--- src/rtl/axi_lite_arbiter.sv ---
// axi_lite_arbiter
// N-master to 1-slave AXI4-Lite arbiter with a single outstanding transaction.
// The grant is decided in IDLE (one cycle), then held through the address,
// data and response phases of exactly one read or one write.
// A master presenting both AW and AR is served write first.
// Optional feature: define AXI_ARB_ROUND_ROBIN_EN for round-robin selection;
// the default build uses fixed priority with the highest index winning.
module axi_lite_arbiter #(
    parameter int NUM_MASTERS = 2
) (
    input  logic                             clk,
    input  logic                             reset,

    // requester side, one lane per master
    input  logic [NUM_MASTERS-1:0]           m_arvalid,
    input  logic [NUM_MASTERS-1:0][31:0]     m_araddr,
    output logic [NUM_MASTERS-1:0]           m_arready,
    output logic [NUM_MASTERS-1:0]           m_rvalid,
    output logic [NUM_MASTERS-1:0][31:0]     m_rdata,
    output logic [NUM_MASTERS-1:0][1:0]      m_rresp,
    input  logic [NUM_MASTERS-1:0]           m_rready,
    input  logic [NUM_MASTERS-1:0]           m_awvalid,
    input  logic [NUM_MASTERS-1:0][31:0]     m_awaddr,
    output logic [NUM_MASTERS-1:0]           m_awready,
    input  logic [NUM_MASTERS-1:0]           m_wvalid,
    input  logic [NUM_MASTERS-1:0][31:0]     m_wdata,
    input  logic [NUM_MASTERS-1:0][3:0]      m_wmask,
    output logic [NUM_MASTERS-1:0]           m_wready,
    output logic [NUM_MASTERS-1:0]           m_bvalid,
    output logic [NUM_MASTERS-1:0][1:0]      m_bresp,
    input  logic [NUM_MASTERS-1:0]           m_bready,

    // downstream bus
    output logic                             s_arvalid,
    output logic [31:0]                      s_araddr,
    input  logic                             s_arready,
    input  logic                             s_rvalid,
    input  logic [31:0]                      s_rdata,
    input  logic [1:0]                       s_rresp,
    output logic                             s_rready,
    output logic                             s_awvalid,
    output logic [31:0]                      s_awaddr,
    input  logic                             s_awready,
    output logic                             s_wvalid,
    output logic [31:0]                      s_wdata,
    output logic [3:0]                       s_wmask,
    input  logic                             s_wready,
    input  logic                             s_bvalid,
    input  logic [1:0]                       s_bresp,
    output logic                             s_bready,

    output logic [NUM_MASTERS-1:0]           grant,
    output logic                             busy
);

    localparam int IDX_W = (NUM_MASTERS > 1) ? $clog2(NUM_MASTERS) : 1;

    localparam logic [2:0] IDLE    = 3'd0;
    localparam logic [2:0] RD_ADDR = 3'd1;
    localparam logic [2:0] RD_DATA = 3'd2;
    localparam logic [2:0] WR_ADDR = 3'd3;
    localparam logic [2:0] WR_DATA = 3'd4;
    localparam logic [2:0] WR_RESP = 3'd5;

    logic [2:0]             state_reg, state_next;
    logic [NUM_MASTERS-1:0] grant_reg, grant_next;
    logic [IDX_W-1:0]       idx_reg, idx_next;     // binary form of grant_reg
    logic [NUM_MASTERS-1:0] req;
    logic [IDX_W-1:0]       win_idx;
    logic                   any_req;

`ifdef AXI_ARB_ROUND_ROBIN_EN
    logic [IDX_W-1:0]       rr_reg, rr_next;
`endif

    // a master requests when it shows either an address read or write
    assign req     = m_arvalid | m_awvalid;
    assign any_req = |req;

`ifdef AXI_ARB_ROUND_ROBIN_EN
    // round-robin: first requester found scanning upward from rr_reg
    always_comb begin
        int  cand;
        logic found;
        win_idx = '0;
        found   = 1'b0;
        cand    = 0;
        for (int k = 0; k < NUM_MASTERS; k++) begin
            cand = int'(rr_reg) + k;
            if (cand >= NUM_MASTERS) begin
                cand = cand - NUM_MASTERS;
            end
            if (!found && req[cand]) begin
                found   = 1'b1;
                win_idx = IDX_W'(cand);
            end
        end
    end
`else
    // fixed priority: the highest-index requester wins
    always_comb begin
        win_idx = '0;
        for (int k = 0; k < NUM_MASTERS; k++) begin
            if (req[k]) begin
                win_idx = IDX_W'(k);
            end
        end
    end
`endif

    // next-state logic: arbitrate in IDLE, then walk one transaction's phases
    always_comb begin
        state_next = state_reg;
        grant_next = grant_reg;
        idx_next   = idx_reg;
`ifdef AXI_ARB_ROUND_ROBIN_EN
        rr_next    = rr_reg;
`endif
        case (state_reg)
            IDLE: begin
                if (any_req) begin
                    grant_next = NUM_MASTERS'(1) << win_idx;
                    idx_next   = win_idx;
                    state_next = m_awvalid[win_idx] ? WR_ADDR : RD_ADDR;
`ifdef AXI_ARB_ROUND_ROBIN_EN
                    rr_next    = (int'(win_idx) + 1 >= NUM_MASTERS) ? '0 : win_idx + 1'b1;
`endif
                end
            end
            RD_ADDR: begin
                if (m_arvalid[idx_reg] && s_arready) begin
                    state_next = RD_DATA;
                end
            end
            RD_DATA: begin
                if (s_rvalid && m_rready[idx_reg]) begin
                    state_next = IDLE;
                    grant_next = '0;
                end
            end
            WR_ADDR: begin
                if (m_awvalid[idx_reg] && s_awready) begin
                    state_next = WR_DATA;
                end
            end
            WR_DATA: begin
                if (m_wvalid[idx_reg] && s_wready) begin
                    state_next = WR_RESP;
                end
            end
            WR_RESP: begin
                if (s_bvalid && m_bready[idx_reg]) begin
                    state_next = IDLE;
                    grant_next = '0;
                end
            end
            default: begin
                state_next = IDLE;
                grant_next = '0;
            end
        endcase
    end

    // state, grant and pointer registers with synchronous reset
    always_ff @(posedge clk) begin
        if (reset) begin
            state_reg <= IDLE;
            grant_reg <= '0;
            idx_reg   <= '0;
`ifdef AXI_ARB_ROUND_ROBIN_EN
            rr_reg    <= '0;
`endif
        end else begin
            state_reg <= state_next;
            grant_reg <= grant_next;
            idx_reg   <= idx_next;
`ifdef AXI_ARB_ROUND_ROBIN_EN
            rr_reg    <= rr_next;
`endif
        end
    end

    logic st_rd_addr, st_rd_data, st_wr_addr, st_wr_data, st_wr_resp;
    assign st_rd_addr = (state_reg == RD_ADDR);
    assign st_rd_data = (state_reg == RD_DATA);
    assign st_wr_addr = (state_reg == WR_ADDR);
    assign st_wr_data = (state_reg == WR_DATA);
    assign st_wr_resp = (state_reg == WR_RESP);

    // downstream side: only the active phase of the granted master is forwarded
    always_comb begin
        s_arvalid = st_rd_addr & m_arvalid[idx_reg];
        s_araddr  = st_rd_addr ? m_araddr[idx_reg] : '0;
        s_rready  = st_rd_data & m_rready[idx_reg];
        s_awvalid = st_wr_addr & m_awvalid[idx_reg];
        s_awaddr  = st_wr_addr ? m_awaddr[idx_reg] : '0;
        s_wvalid  = st_wr_data & m_wvalid[idx_reg];
        s_wdata   = st_wr_data ? m_wdata[idx_reg] : '0;
        s_wmask   = st_wr_data ? m_wmask[idx_reg] : '0;
        s_bready  = st_wr_resp & m_bready[idx_reg];
    end

    // requester side: ungranted lanes see all-zero ready/valid/payload
    generate
        for (genvar gi = 0; gi < NUM_MASTERS; gi++) begin : g_lane
            assign m_arready[gi] = st_rd_addr & grant_reg[gi] & s_arready;
            assign m_rvalid[gi]  = st_rd_data & grant_reg[gi] & s_rvalid;
            assign m_rdata[gi]   = (st_rd_data & grant_reg[gi]) ? s_rdata : '0;
            assign m_rresp[gi]   = (st_rd_data & grant_reg[gi]) ? s_rresp : '0;
            assign m_awready[gi] = st_wr_addr & grant_reg[gi] & s_awready;
            assign m_wready[gi]  = st_wr_data & grant_reg[gi] & s_wready;
            assign m_bvalid[gi]  = st_wr_resp & grant_reg[gi] & s_bvalid;
            assign m_bresp[gi]   = (st_wr_resp & grant_reg[gi]) ? s_bresp : '0;
        end
    endgenerate

    assign grant = grant_reg;
    assign busy  = (state_reg != IDLE);

endmodule

--- config.mk ---
export PLATFORM = sky130hd
export DESIGN_NAME = axi_lite_arbiter
export DESIGN_NICKNAME = d
export VERILOG_FILES = /design/src/rtl/axi_lite_arbiter.sv
export SDC_FILE = /design/constraint.sdc
export NUM_CORES = 1
export LEC_CHECK = 0
export CAP_MARGIN = 0
export CORE_AREA = 2 2 171 173
export DETAILED_ROUTE_END_ITERATION = 7
export DIE_AREA = 0 0 173 175
export SLEW_MARGIN = 10
export SYNTH_ARGS = -nofsm -noshare
export SYNTH_HDL_FRONTEND = slang
export SYNTH_SLANG_ARGS = --single-unit
--- constraint.sdc ---
create_clock -name clk -period 2.05 [get_ports clk]
set_input_delay 0.205 -clock clk [delete_from_list [all_inputs] [get_ports clk]]
set_output_delay 0.205 -clock clk [all_outputs]
set_load 0.005 [all_outputs]
==> metrics.log <==
[metrics] final cycle utilization of the critical path: 1.01
[metrics] Crit path largest cell delay: 510 ps
[metrics] width of the die: 173 um
[metrics] result of the run: finished, violations left
[metrics] final weighted congestion in routability-driven placement: 0.866
[metrics] Final Max Tran Viols: 0
[metrics] post-detailed-route via-to-cell ratio: 3.81
[metrics] die outline area: 30300 um2
[metrics] vias in the first global route: 4469
[metrics] synthesis-to-layout area growth: 216%
[metrics] syn avg cell area: 6.54 um2
[metrics] clock edge transition at the registers on the reported setup and hold paths: 40 ps
[metrics] hold path startpoint: grant[1]$_SDFFE_PP0P_
[metrics] number of clock buffers inserted by TritonCTS: 3
[metrics] Maximum Capacitance Violations: 0
[metrics] Crit Reg-Reg Startpoint: idx_reg$_SDFFE_PP0P_
[metrics] shortest clock period the worst path allows after layout: 2080 ps
[metrics] measured slew at the worst slew-check pin: 384 ps
[metrics] Syn Std Cell Area: 2550 um2
[metrics] Crit Path Category: flip-flop to output port
[metrics] count of boundary I/O pins: 443
[metrics] overall via count from detail_route: 4653
[metrics] number of setup violations in the final report: 8
[metrics] Largest register FFs: 3
[metrics] fraction of layout instances using a drive strength above 1: 0.0811
[metrics] top area cells in the synthesized netlist: mux2i_1 (41%), and3_1 (20%), nor2_1 (17%)
[metrics] Cell Chain, Critical Path: nor2b_4 > and2_4 > buf_12 > and3_1 > clkdlybuf4s50_1
[metrics] hpwl dp: 17.3 mm
[metrics] number of antenna violations at the first check in global routing: 1
[metrics] clock latency of the later-clocked register in the worst-skew pair: 230 ps
[metrics] clock buffer depth: 2
[metrics] Routed WL: 21.0 mm
[metrics] drt initial violations: 117
[metrics] IR Drop Worst-Case VDD: 277 uV
[metrics] maximum fanout count along the critical path: 18
[metrics] #FFs+latches synth: 6
[metrics] Layout Utilization: 0.284
[metrics] EDFF count, synth: 0
[metrics] n_diodes: 0
[metrics] PwrDens: 593 nW/um2
[metrics] failing checks: negative setup slack
[metrics] synth warn: 0
[metrics] count of port buffers added during placement: 442
[metrics] Hold Crit Endpoint: grant[1]$_SDFFE_PP0P_
[metrics] Syn Inst Count: 390
[metrics] largest net degree at the start of global routing: 44
[metrics] timing-limited maximum frequency: 482 MHz
[metrics] area inside the core boundary: 28400 um2
[metrics] kind of end point of the critical path: output port
[metrics] number of placement rows: 62
[metrics] Critical-path top delay cell: clkdlybuf4s50_1
[metrics] library cells used by synthesis: 34
[metrics] terminus of the critical flop-to-flop path: state_reg[0]$_SDFFE_PP0P_
[metrics] most instantiated flip-flop cell in the synthesis netlist: dfxtp_1
[metrics] nets: 1092
[metrics] Power Total: 4.79 mW
[metrics] proportion of netlist area held by the largest area contributor: 0.408
[metrics] number of cells on the worst hold path: 2
[metrics] final non-filler cell area: 8070 um2
[metrics] slew margin rel.: 0.737
[metrics] clock tree root buffer cell: clkbuf_16
[metrics] Hold Path Class: flip-flop to flip-flop
[metrics] setup clock skew after layout: 1.30 ps
[metrics] depth of the worst register-to-register path: 8
[metrics] first-pass GRT wire length: 28.1 mm
[metrics] height of the chip: 175 um
[metrics] average routed wire per standard cell: 17.2 um
[metrics] Post-DP Area: 7620 um2
[metrics] post-synthesis cell type with the largest combined area: mux2i_1
[metrics] fraction of registers with async set or reset after synthesis: 0
[metrics] final setup margin: -25.3 ps
[metrics] WP data arrival: 1870 ps
[metrics] clock tree from TritonCTS: yes
[metrics] total nets after synthesis: 643
[metrics] register area share after synthesis: 0.0471
[metrics] number of hold violations in the final report: 0
[metrics] Data required, critical path: 1850 ps
[metrics] total grt overflow: 0
[metrics] number of sinks driven by the clock tree: 6
[metrics] register-to-register setup slack: 100 ps
[metrics] Worst Setup Start Kind: flip-flop
[metrics] Total Routing Usage GR: 0.121
[metrics] drc violations: 0
[metrics] initial standard-cell utilization of the core: 0.0899
[metrics] count of antenna-violating nets left after detailed routing: 0
[metrics] leakage: 3.71 nW
[metrics] setup repair after global routing missed its margin: true
[metrics] CTS HTree Levels: 1
[metrics] DR pass1 iterations: 4
## report_power, final
group	total, mW	internal (mW)	switching [mW]
registers	0.262	0.171	0.0905
clock network	0.332	0.259	0.0730
logic	4.19	2.37	1.82
## layer usage
metal  share of wire  GRT usage  routed length (um)
met5               0          0                   0
met4           0.018     0.0240                 383
met3           0.068     0.0185                1430
met2            0.52      0.241               11000
met1            0.39      0.135                8150
## worst max path at each step
stage	slack, ps	to	cells past startpoint	from
finish	-30	m_rdata[34]	5	state_reg[1]$_SDFFE_PP0P_
global route	-60	m_rdata[34]	5	state_reg[1]$_SDFFE_PP0P_
CTS	-40	s_wvalid	5	idx_reg$_SDFFE_PP0P_
detailed placement	-90	state_reg[0]$_SDFFE_PP0P_	7	idx_reg$_SDFFE_PP0P_
global placement	-70	state_reg[0]$_SDFFE_PP0P_	7	idx_reg$_SDFFE_PP0P_
floorplan	450	state_reg[0]$_SDFFE_PP0P_	6	idx_reg$_SDFFE_PP0P_
## synth_stat cells (2+ instances only)
library cell,count
nand2_1,8
and3_1,82
buf_2,10
buf_1,2
nand2b_1,2
nor3_1,3
a21oi_1,2
and2_1,3
nand3_1,2
o21ai_0,2
nor2_1,113
mux2i_1,104
o32ai_1,2
dfxtp_1,6
a211o_1,2
nor2b_1,3
clkbuf_1,27
## placed cells by master, fill, tap and decap left out, types with 2 or more instances in the layout
cell type / count
clkdlybuf4s50_1: 399
nor2_1: 111
mux2i_1: 94
and3_1: 82
dlygate4sd2_1: 22
dlymetal6s2s_1: 21
buf_4: 21
nand2_1: 8
buf_12: 7
buf_6: 7
mux2i_2: 6
clkbuf_16: 5
mux2i_4: 4
nor3_1: 3
buf_16: 3
nor2_4: 2
nor2b_1: 2
and2_1: 2
o21ai_0: 2
a21oi_1: 2
o32ai_1: 2
a211o_1: 2
nand3_1: 2
dfxtp_1: 2
dfxtp_4: 2
dfxtp_2: 2
## cells by family (layout without fill, tap and decap cells)
logic type,count (synthesis),after routing,synth area share
flops,6,6,0.0471
buf+inv,42,490,0.0696
simple gates,223,223,0.430
compound gates,14,14,0.0397
mux,105,105,0.414
## through the flow
step           TNS (ps)  instances  setup slack (ps)  hold WS [ps]
2_1_floorplan         0        390               445           274
3_3_place_gp      -77.3       1208             -74.0           581
3_5_place_dp      -95.0       1208             -86.1           590
4_1_cts            -145       1217             -36.7           590
5_1_grt           -2540       1222             -57.5           645
6_report          -47.4       1222             -25.3           581
## worst max-delay path, delay by kind of cell, from the launching register on
family / cells / cell delay [ps]
and+or+nand+nor: 3 / 590
DFF: 1 / 370
buffers and inverters: 2 / 670
## repair_timing
action                     in CTS  in global routing
pin swaps                       0                  0
setup buffers                   2                  3
resized for setup              49                 35
gates cloned                    3                  2
hold buffers                    0                  0
setup endpoints to repair     124                 90
## cell type report
type | count | area [um2]
clock buffer | 4 | 78.8
fill | 3072 | 20300
inverter | 2 | 10.0
multi-input combinational | 342 | 2360
sequential | 6 | 130
tap | 384 | 480
timing repair buffer | 484 | 5010
Note: power is estimated with default switching activity, not from simulation.
